## src/rtl/ws2812_pkg.sv

```systemverilog
// Shared constants for the WS2812 LED controller: register map, FSM encoding
// and default bit timing at 85.90908 MHz.
`timescale 1ns/1ps
package ws2812_pkg;

  localparam logic [1:0] REG_G    = 2'd0;
  localparam logic [1:0] REG_R    = 2'd1;
  localparam logic [1:0] REG_B    = 2'd2;
  localparam logic [1:0] REG_CTRL = 2'd3;

  typedef enum logic [1:0] {
    IDLE = 2'd0,
    HIGH = 2'd1,
    LOW  = 2'd2,
    GAP  = 2'd3
  } ws_state_e;

  // Cycle counts: 0.40 us / 0.80 us high, 1.25 us bit, 80 us latch gap
  localparam int T0H_DEF  = 34;
  localparam int T1H_DEF  = 69;
  localparam int TBIT_DEF = 107;
  localparam int TRES_DEF = 6873;

  // cnt must reach TRES-1; index counts 23 down to 0
  localparam int CNT_W = 13;
  localparam int IDX_W = 5;

endpackage

```

## src/rtl/ws2812_serializer.sv

```systemverilog
// Serialises a 24-bit GRB word MSB first onto the single-wire WS2812 line,
// followed by a low latch gap. The bit counter runs across HIGH and LOW
// without clearing so every bit period is exactly TBIT cycles.
`timescale 1ns/1ps
module ws2812_serializer
  import ws2812_pkg::*;
#(
  parameter int T0H  = T0H_DEF,
  parameter int T1H  = T1H_DEF,
  parameter int TBIT = TBIT_DEF,
  parameter int TRES = TRES_DEF
) (
  input  logic        clk,
  input  logic        reset_n,
  input  logic        start,
  input  logic [23:0] data,
  output logic        busy,
  output logic        dout
);

  localparam logic [CNT_W-1:0] T0H_M1  = CNT_W'(T0H - 1);
  localparam logic [CNT_W-1:0] T1H_M1  = CNT_W'(T1H - 1);
  localparam logic [CNT_W-1:0] TBIT_M1 = CNT_W'(TBIT - 1);
  localparam logic [CNT_W-1:0] TRES_M1 = CNT_W'(TRES - 1);
  localparam logic [IDX_W-1:0] IDX_TOP = IDX_W'(23);

  ws_state_e         state;
  logic [23:0]       shadow;
  logic [IDX_W-1:0]  idx;
  logic [CNT_W-1:0]  cnt;
  logic [CNT_W-1:0]  th_m1;

  // High time of the bit currently at the top of the shadow register
  assign th_m1 = shadow[23] ? T1H_M1 : T0H_M1;

  // Frame FSM; dout and busy are registered so the line never glitches
  always_ff @(posedge clk or negedge reset_n) begin
    if (!reset_n) begin
      state  <= IDLE;
      shadow <= '0;
      idx    <= '0;
      cnt    <= '0;
      busy   <= 1'b0;
      dout   <= 1'b0;
    end else begin
      case (state)
        IDLE: begin
          if (start) begin
            shadow <= data;
            idx    <= IDX_TOP;
            cnt    <= '0;
            state  <= HIGH;
            busy   <= 1'b1;
            dout   <= 1'b1;
          end
        end
        HIGH: begin
          cnt <= cnt + 1'b1;
          if (cnt == th_m1) begin
            state <= LOW;
            dout  <= 1'b0;
          end
        end
        LOW: begin
          if (cnt == TBIT_M1) begin
            cnt    <= '0;
            shadow <= {shadow[22:0], 1'b0};
            idx    <= idx - 1'b1;
            if (idx == '0) begin
              state <= GAP;
            end else begin
              state <= HIGH;
              dout  <= 1'b1;
            end
          end else begin
            cnt <= cnt + 1'b1;
          end
        end
        GAP: begin
          if (cnt == TRES_M1) begin
            cnt   <= '0;
            state <= IDLE;
            busy  <= 1'b0;
          end else begin
            cnt <= cnt + 1'b1;
          end
        end
        default: state <= IDLE;
      endcase
    end
  end

endmodule

```

## src/rtl/ws2812_led_ctrl.sv

```systemverilog
// I/O-mapped WS2812 controller: G/R/B registers, trigger/status port and the
// bus handshake. Triggers stall while a frame (including its latch gap) runs.
`timescale 1ns/1ps
module ws2812_led_ctrl
  import ws2812_pkg::*;
#(
  parameter int T0H  = T0H_DEF,
  parameter int T1H  = T1H_DEF,
  parameter int TBIT = TBIT_DEF,
  parameter int TRES = TRES_DEF
) (
  input  logic       clk,
  input  logic       reset_n,
  input  logic [1:0] bus_address,
  input  logic       bus_ioreq,
  input  logic       bus_write,
  input  logic       bus_valid,
  output logic       bus_ready,
  input  logic [7:0] bus_wdata,
  output logic [7:0] bus_rdata,
  output logic       bus_rdata_en,
  output logic       busy,
  output logic       ws2812_led
);

  logic [7:0] reg_g, reg_r, reg_b;
  logic [7:0] rd_mux;
  logic       accept;
  logic       trig;

  // busy is high exactly while the serializer is outside IDLE
  assign bus_ready = !(bus_valid && bus_ioreq && bus_write &&
                       (bus_address == REG_CTRL) && busy);
  assign accept    = bus_valid && bus_ioreq && bus_ready;
  assign trig      = accept && bus_write && (bus_address == REG_CTRL);

  // Colour register writes, accepted in any state
  always_ff @(posedge clk or negedge reset_n) begin
    if (!reset_n) begin
      reg_g <= 8'h00;
      reg_r <= 8'h00;
      reg_b <= 8'h00;
    end else if (accept && bus_write) begin
      case (bus_address)
        REG_G:   reg_g <= bus_wdata;
        REG_R:   reg_r <= bus_wdata;
        REG_B:   reg_b <= bus_wdata;
        default: ;
      endcase
    end
  end

  // Read data selection
  always_comb begin
    rd_mux = 8'h00;
    case (bus_address)
      REG_G:   rd_mux = reg_g;
      REG_R:   rd_mux = reg_r;
      REG_B:   rd_mux = reg_b;
      default: rd_mux = {7'd0, busy};
    endcase
  end

  // Registered read response: one-cycle strobe, data held until next read
  always_ff @(posedge clk or negedge reset_n) begin
    if (!reset_n) begin
      bus_rdata    <= 8'h00;
      bus_rdata_en <= 1'b0;
    end else begin
      bus_rdata_en <= accept && !bus_write;
      if (accept && !bus_write) bus_rdata <= rd_mux;
    end
  end

  ws2812_serializer #(
    .T0H  (T0H),
    .T1H  (T1H),
    .TBIT (TBIT),
    .TRES (TRES)
  ) u_ser (
    .clk     (clk),
    .reset_n (reset_n),
    .start   (trig),
    .data    ({reg_g, reg_r, reg_b}),
    .busy    (busy),
    .dout    (ws2812_led)
  );

endmodule
```

## config.mk

```make
export PLATFORM = sky130hd
export DESIGN_NAME = ws2812_led_ctrl
export DESIGN_NICKNAME = d
export VERILOG_FILES = /design/src/rtl/ws2812_pkg.sv /design/src/rtl/ws2812_serializer.sv /design/src/rtl/ws2812_led_ctrl.sv
export SDC_FILE = /design/constraint.sdc
export NUM_CORES = 1
export LEC_CHECK = 0
export CAP_MARGIN = 25
export CORE_MARGIN = 4
export CORE_UTILIZATION = 40
export DETAILED_ROUTE_END_ITERATION = 7
export PLACE_DENSITY_LB_ADDON = 0.25
export SLEW_MARGIN = 20
export SYNTH_ARGS = -nofsm -noshare
export SYNTH_HDL_FRONTEND = slang
export SYNTH_HIERARCHICAL = 1
export SYNTH_SLANG_ARGS = --single-unit
```

## constraint.sdc

```tcl
create_clock -name clk -period 2.2 [get_ports clk]
set_clock_uncertainty 0.15 [all_clocks]
set_input_delay 0.33 -clock clk [delete_from_list [all_inputs] [get_ports clk]]
set_output_delay 0.33 -clock clk [all_outputs]
set_load 0.02 [all_outputs]
```

## Yosys cells after proc, flatten, opt, wreduce, memory -nomap -nowiden

Cells that the tools add are included.
Widths: inputs -> output; s select.

| storage, ports and cells | value |
|---|---|
| register bits after elaboration | 79 |
| input port bits | 15 |
| output and inout bits | 12 |

| operators by class | value |
|---|---|
| add/subtract/negate cells | 2 |
| equality and inequality tests | 14 |
| muxes and demuxes | 25 |
| reduce and logical (&&, ||, !) cells | 23 |

Operators by type and width:

| cell | number |
|---|---|
| $pmux 13 s4 | 1 |
| $mux 24 | 2 |
| $pmux 24 s2 | 1 |
| $mux 13 | 3 |
| $pmux 8 s3 | 1 |
| $add 13x1->13 const B | 1 |
| $eq 13x13->1 | 1 |
| $eq 13x13->1 const B | 1 |
| $eq 13x7->1 const B | 1 |
| $mux 2 | 5 |
| $mux 5 | 2 |
| $pmux 5 s2 | 1 |
| $eq 2x2->1 const B | 4 |
| $logic_and 1x1->1 | 8 |
| $pmux 2 s4 | 1 |
| $mux 7 | 1 |
| $ne 2x1->1 const B | 3 |
| $reduce_and 2->1 | 3 |
| $reduce_and 3->1 | 2 |
| $logic_not 5->1 | 1 |
| $mux 1 | 5 |
| $reduce_and 5->1 | 1 |
| $sub 5x1->5 const B | 1 |
| $eq 2x1->1 const B | 2 |
| 8 further kinds | 12 |

## Depth between registers and ports, before layout

| depth | value |
|---|---|
| depth after elaboration | 10 |
| depth in mapped cells | 8 |
| mapped depth without buffers | 7 |

## Modules after synthesis

Netlist, hierarchy kept.

Modules (own cells, without submodules):

| module | instances | cells an instance | area each (um^2) | seq. area each (um^2) |
|---|---|---|---|---|
| ws2812_serializer | 1 | 251 | 2655.0 | 1151.1 |
| ws2812_led_ctrl | 1 | 102 | 1442.6 | 825.8 |

## Worst setup path after synthesis

No wires, ideal clock.

| timing | value |
|---|---|
| path kind | input-to-reg |
| start | in bus_valid |
| end | reg u_ser.shadow[4] |
| library setup time | 0.125 ns |
| arrival time | 1.899 ns |
| path slack | 0.026 ns |
| cell stages on the path | 7 |
| path buffers | 1 |
| path through | and3_4 -> nand3_1 -> nor2_1 -> or3b_2 -> o21ai_4 -> buf_6 -> mux2_2 |

| on the way | value |
|---|---|
| longest elaborated chain between the ends | 10 |

Ends and longest elaborated chain:

| what | RTL line | RTL |
|---|---|---|
| start, declared | ws2812_led_ctrl.sv:17 | `input logic bus_valid,` |
| $logic_and 1x1->1 (*) | ws2812_led_ctrl.sv:32, ws2812_led_ctrl.sv:34 |  |
| $logic_and 1x1->1 (2 in series) | ws2812_led_ctrl.sv:32 | `assign bus_ready = !(bus_valid && bus_ioreq && bus_write &&` |
| $logic_and 1x1->1 | ws2812_led_ctrl.sv:33 | `(bus_address == REG_CTRL) && busy);` |
| $logic_not 1->1 | ws2812_led_ctrl.sv:32 |  |
| $logic_and 1x1->1 (*) | ws2812_led_ctrl.sv:34 | `assign accept = bus_valid && bus_ioreq && bus_ready;` |
| $logic_and 1x1->1 (*) (2 in series) | ws2812_led_ctrl.sv:35 | `assign trig = accept && bus_write && (bus_address == REG_CTRL);` |
| via trig | ws2812_led_ctrl.sv:29 | `logic trig;` |
| $ne 2x2->1 (no line) (*) | n/a |  |
| $reduce_and 3->1 (no line) (*) | n/a |  |
| end signal, assigned | ws2812_serializer.sv:49 | `shadow <= data;` |
| end signal, assigned | ws2812_serializer.sv:67 | `shadow <= {shadow[22:0], 1'b0};` |
| end, declared | ws2812_serializer.sv:28 | `logic [23:0] shadow;` |

The timed path passes the listed nets; every way through them passes the cells marked *.
A chain may end at the register's enable or synchronous reset.

## Worst setup path after layout

| timing | value |
|---|---|
| start | reg u_ser.cnt[0] |
| end | reg u_ser.shadow[6] |

| on the way | value |
|---|---|
| longest elaborated chain between the ends | 3 |

Ends and longest elaborated chain:

| what | RTL line | RTL |
|---|---|---|
| start, declared | ws2812_serializer.sv:30 | `logic [CNT_W-1:0] cnt;` |
| start signal, assigned | ws2812_serializer.sv:58 | `cnt <= cnt + 1'b1;` |
| start signal, assigned | ws2812_serializer.sv:76 | `cnt <= cnt + 1'b1;` |
| start signal, assigned | ws2812_serializer.sv:85 | `cnt <= cnt + 1'b1;` |
| $eq 13x7->1 | ws2812_serializer.sv:65 | `if (cnt == TBIT_M1) begin` |
| $ne 2x1->1 (no line) | n/a |  |
| $reduce_and 3->1 (no line) | n/a |  |

No other way between the ends.

==> impl_metrics.toml <==
[global_routing]
grt.total_usage_pct = 16.2
grt_overflow = 0
grt_max_degree = 57
grt_pass1_wl_um = 14800
antenna_found_initial = 0
grt_pass1_vias = 2859

[critical_path]
r2r_start = "u_ser/cnt[0]"
critPathMaxStageDelay_ns = 0.38
critPathKind = "reg2reg"
r2r-end = "u_ser/shadow[6]"
cp.required_ns = 2.28
crit_buf_inv = 2
reg2reg_depth = 7
worstSetupEndpointType = "flip-flop"
cp_slowest_cell = "dfrtp_1"
crit_chain = "inv_1 -> ha_1 -> and3b_2 -> nand4_2 -> o21ai_4 -> buf_12 -> mux2_2"
r2r_slack_ns = 0.09
cp_data_arrival_time_ns = 2.19
worst_setup_path_start_kind = "flip-flop"
crit_fanout = 8
crit_family = "simple AND/OR/NAND/NOR gates"

[placement]
io_buffers = 26
dpl_cell_area_um2 = 4670
pre_cts_slack_ns = -0.471
place.detailed.hpwl_um = 6280
gp_congestion = 0.824

[route]
wire_per_inst_um = 16.8
wl_um = 8980
dr.pass1.iters = 4
drcViolationCount = 0
postRouteAntennaNets = 0
detailroute.via_count = 2856
drt-initial-drc-count = 179
routed_via_density = 5.36

[cells_and_area]
fin_util_pct = 49.8
fin_nets = 416
final_common_cell = "dfrtp_1"
layout-drive-gt1-share_pct = 30.0
final_area_um2 = 4910
mostFrequentLayoutCells = "78 x dfrtp_1, 57 x mux2_2, 25 x nand2_1"
n_antenna_cell = 0
synthToLayoutAreaGrowth_pct = 19.8
num-fill-cells = 868
multi_input_area_um2 = 1960
ff_latch_area_um2 = 1980

[timing]
relSlewSlack_pct = 60.9
rsz0062_at_grt = "false"
finalSetupTns_ns = 0
hold_violations = 0
period_share_pct = 95.8
setup_ws_ns = 0.0929
worstMarginPinSlew_ns = 0.585
slew_violations = 0
fmax_mhz = 475
setup_viol = 0
post-route-min-period_ns = 2.11

[power]
total_power_uw = 3050
ir_drop_mv = 0.288
p_leak_uw = 0.00220
p_per_area_nw_per_um2 = 621

[yosys]
synth.distinct_cells = 54
syn_area_per_cell_um2 = 11.6
ys_ff_latch = 79
synth_edf_count = 0
async_flop_share_pct = 100
synth_flop_cell = "dfrtp_1"
yosys_warnings = 6
syn_area_um2 = 4100
netlist_instances = 353
seq_area_frac_synth_pct = 48.2
synth.net_count = 373

[cts]
ctsRootBufferMaster = "clkbuf_8"
worstSkewPairLatency_ns = 0.36
cts.sinks = 79
clk_path_buf_depth = 2
clkTransAtPathRegs_ns = 0.08
cts_inserted_buffers = 9
cts_tree = "done"
cts_max_level = 3

[die]
rows = 36
io_pins = 27
die_h_um = 109
coreArea_um2 = 9860
fp.dieW_um = 109
die_area_um2 = 11900
initial_core_util_pct = 41.5

[outcome]
status = "complete, no violations"

[min_path]
worstHoldPathType = "in2async"

[flow_run]
cap_viol_max_count = 0
[layout make-up]
class	instances	share of cell area (%)
flip-flops and latches	79	40.3
multi-input cells	239	40.0
repair buffers	57	12.1
well taps	133	3.39
clock buffers	9	2.52
clock inverters	6	0.943
inverters	10	0.765
[synth_stat cells, drive strengths merged, types with 7 or more instances]
master	number	area, um2
dfrtp	79	1980
a21oi	7	35.0
o21ai	17	100
mux2	71	800
nand3	7	35.0
nand4	7	50.1
o211ai	11	82.6
buf	15	98.8
clkbuf	10	37.5
nand2	25	93.8
mux2i	9	90.1
nor3	8	45.0
a2bb2oi	7	61.3
nor2	19	71.3
inv	10	37.5
[routing by layer]
layer,vias up,global-route usage [%],share of wire [%]
met5,-,0,0
met4,0,4.81,1.1
met3,9,3.67,3.4
met2,46,25.3,47
met1,1433,22.5,48
li1,1368,-,-
[worst reg2reg max path, delay by kind of cell (launching register included)]
| kind | cells | cell delay, ns |
|---|---|---|
| buffers and inverters | 2 | 0.26 |
| flip-flops | 1 | 0.38 |
| AO/OA/AOI/OAI | 1 | 0.32 |
| AND/OR/NAND/NOR | 2 | 0.39 |
| multiplexers | 1 | 0.34 |
| adder cells (fa/ha/maj) | 1 | 0.15 |
[how the worst max path moves through the flow]
stage          slack, ns    startpoint  depth (start not counted)          endpoint
3_3_place_gp       -0.43     bus_valid                          8  u_ser/shadow[19]
4_1_cts             0.01     bus_ioreq                          8   u_ser/shadow[6]
6_report            0.09  u_ser/cnt[0]                          7   u_ser/shadow[6]
5_1_grt           0.0007  u_ser/cnt[0]                          7  u_ser/shadow[17]
3_5_place_dp       -0.47     bus_ioreq                          8   u_ser/shadow[6]
2_1_floorplan       0.03     bus_valid                          7   u_ser/shadow[4]
[stage by stage]
stage               hold slack, ns  cells
floorplan                   -0.116    353
global placement             0.115    514
detailed placement           0.115    514
CTS                          0.266    532
global route                 0.301    533
finish                       0.272    533
[sequential cells by signal, indices dropped and copies added (netlist names)]
name and count:
bus_rdata 8, reg_g 8, u_ser/state 2, u_ser/dout 1
u_ser/idx 5, bus_rdata_en 1, u_ser/shadow 24, reg_r 8
u_ser/cnt 13, u_ser/busy 1, reg_b 8
[logic make-up after synthesis]
family	Yosys count	share of synthesized area (%)
adders and majority gates	5	1.53
muxes	81	22.3
DFF	79	48.2
and+or+nand+nor	94	13.4
buffers and inverters	35	4.24
AOI/OAI and AO/OA	56	9.71
xor gates and xnor gates	3	0.641
[report_power, final]
| group | leakage [uW] | internal [uW] | switching [uW] |
|---|---|---|---|
| clock network | 0.0000821 | 411 | 559 |
| logic | 0.00110 | 222 | 176 |
| registers | 0.00102 | 1590 | 96.2 |
| total | 0.00220 | 2220 | 831 |
[what timing repair did]
item	in CTS	in global routing
endpoints found under the hold margin	23	0
setup buffers	1	1
cloned	1	0
gates resized for setup	4	6
hold buffers	1	0
endpoints found under the setup margin	24	23
pin swaps	0	4
Power figures use the tool's default switching activity.
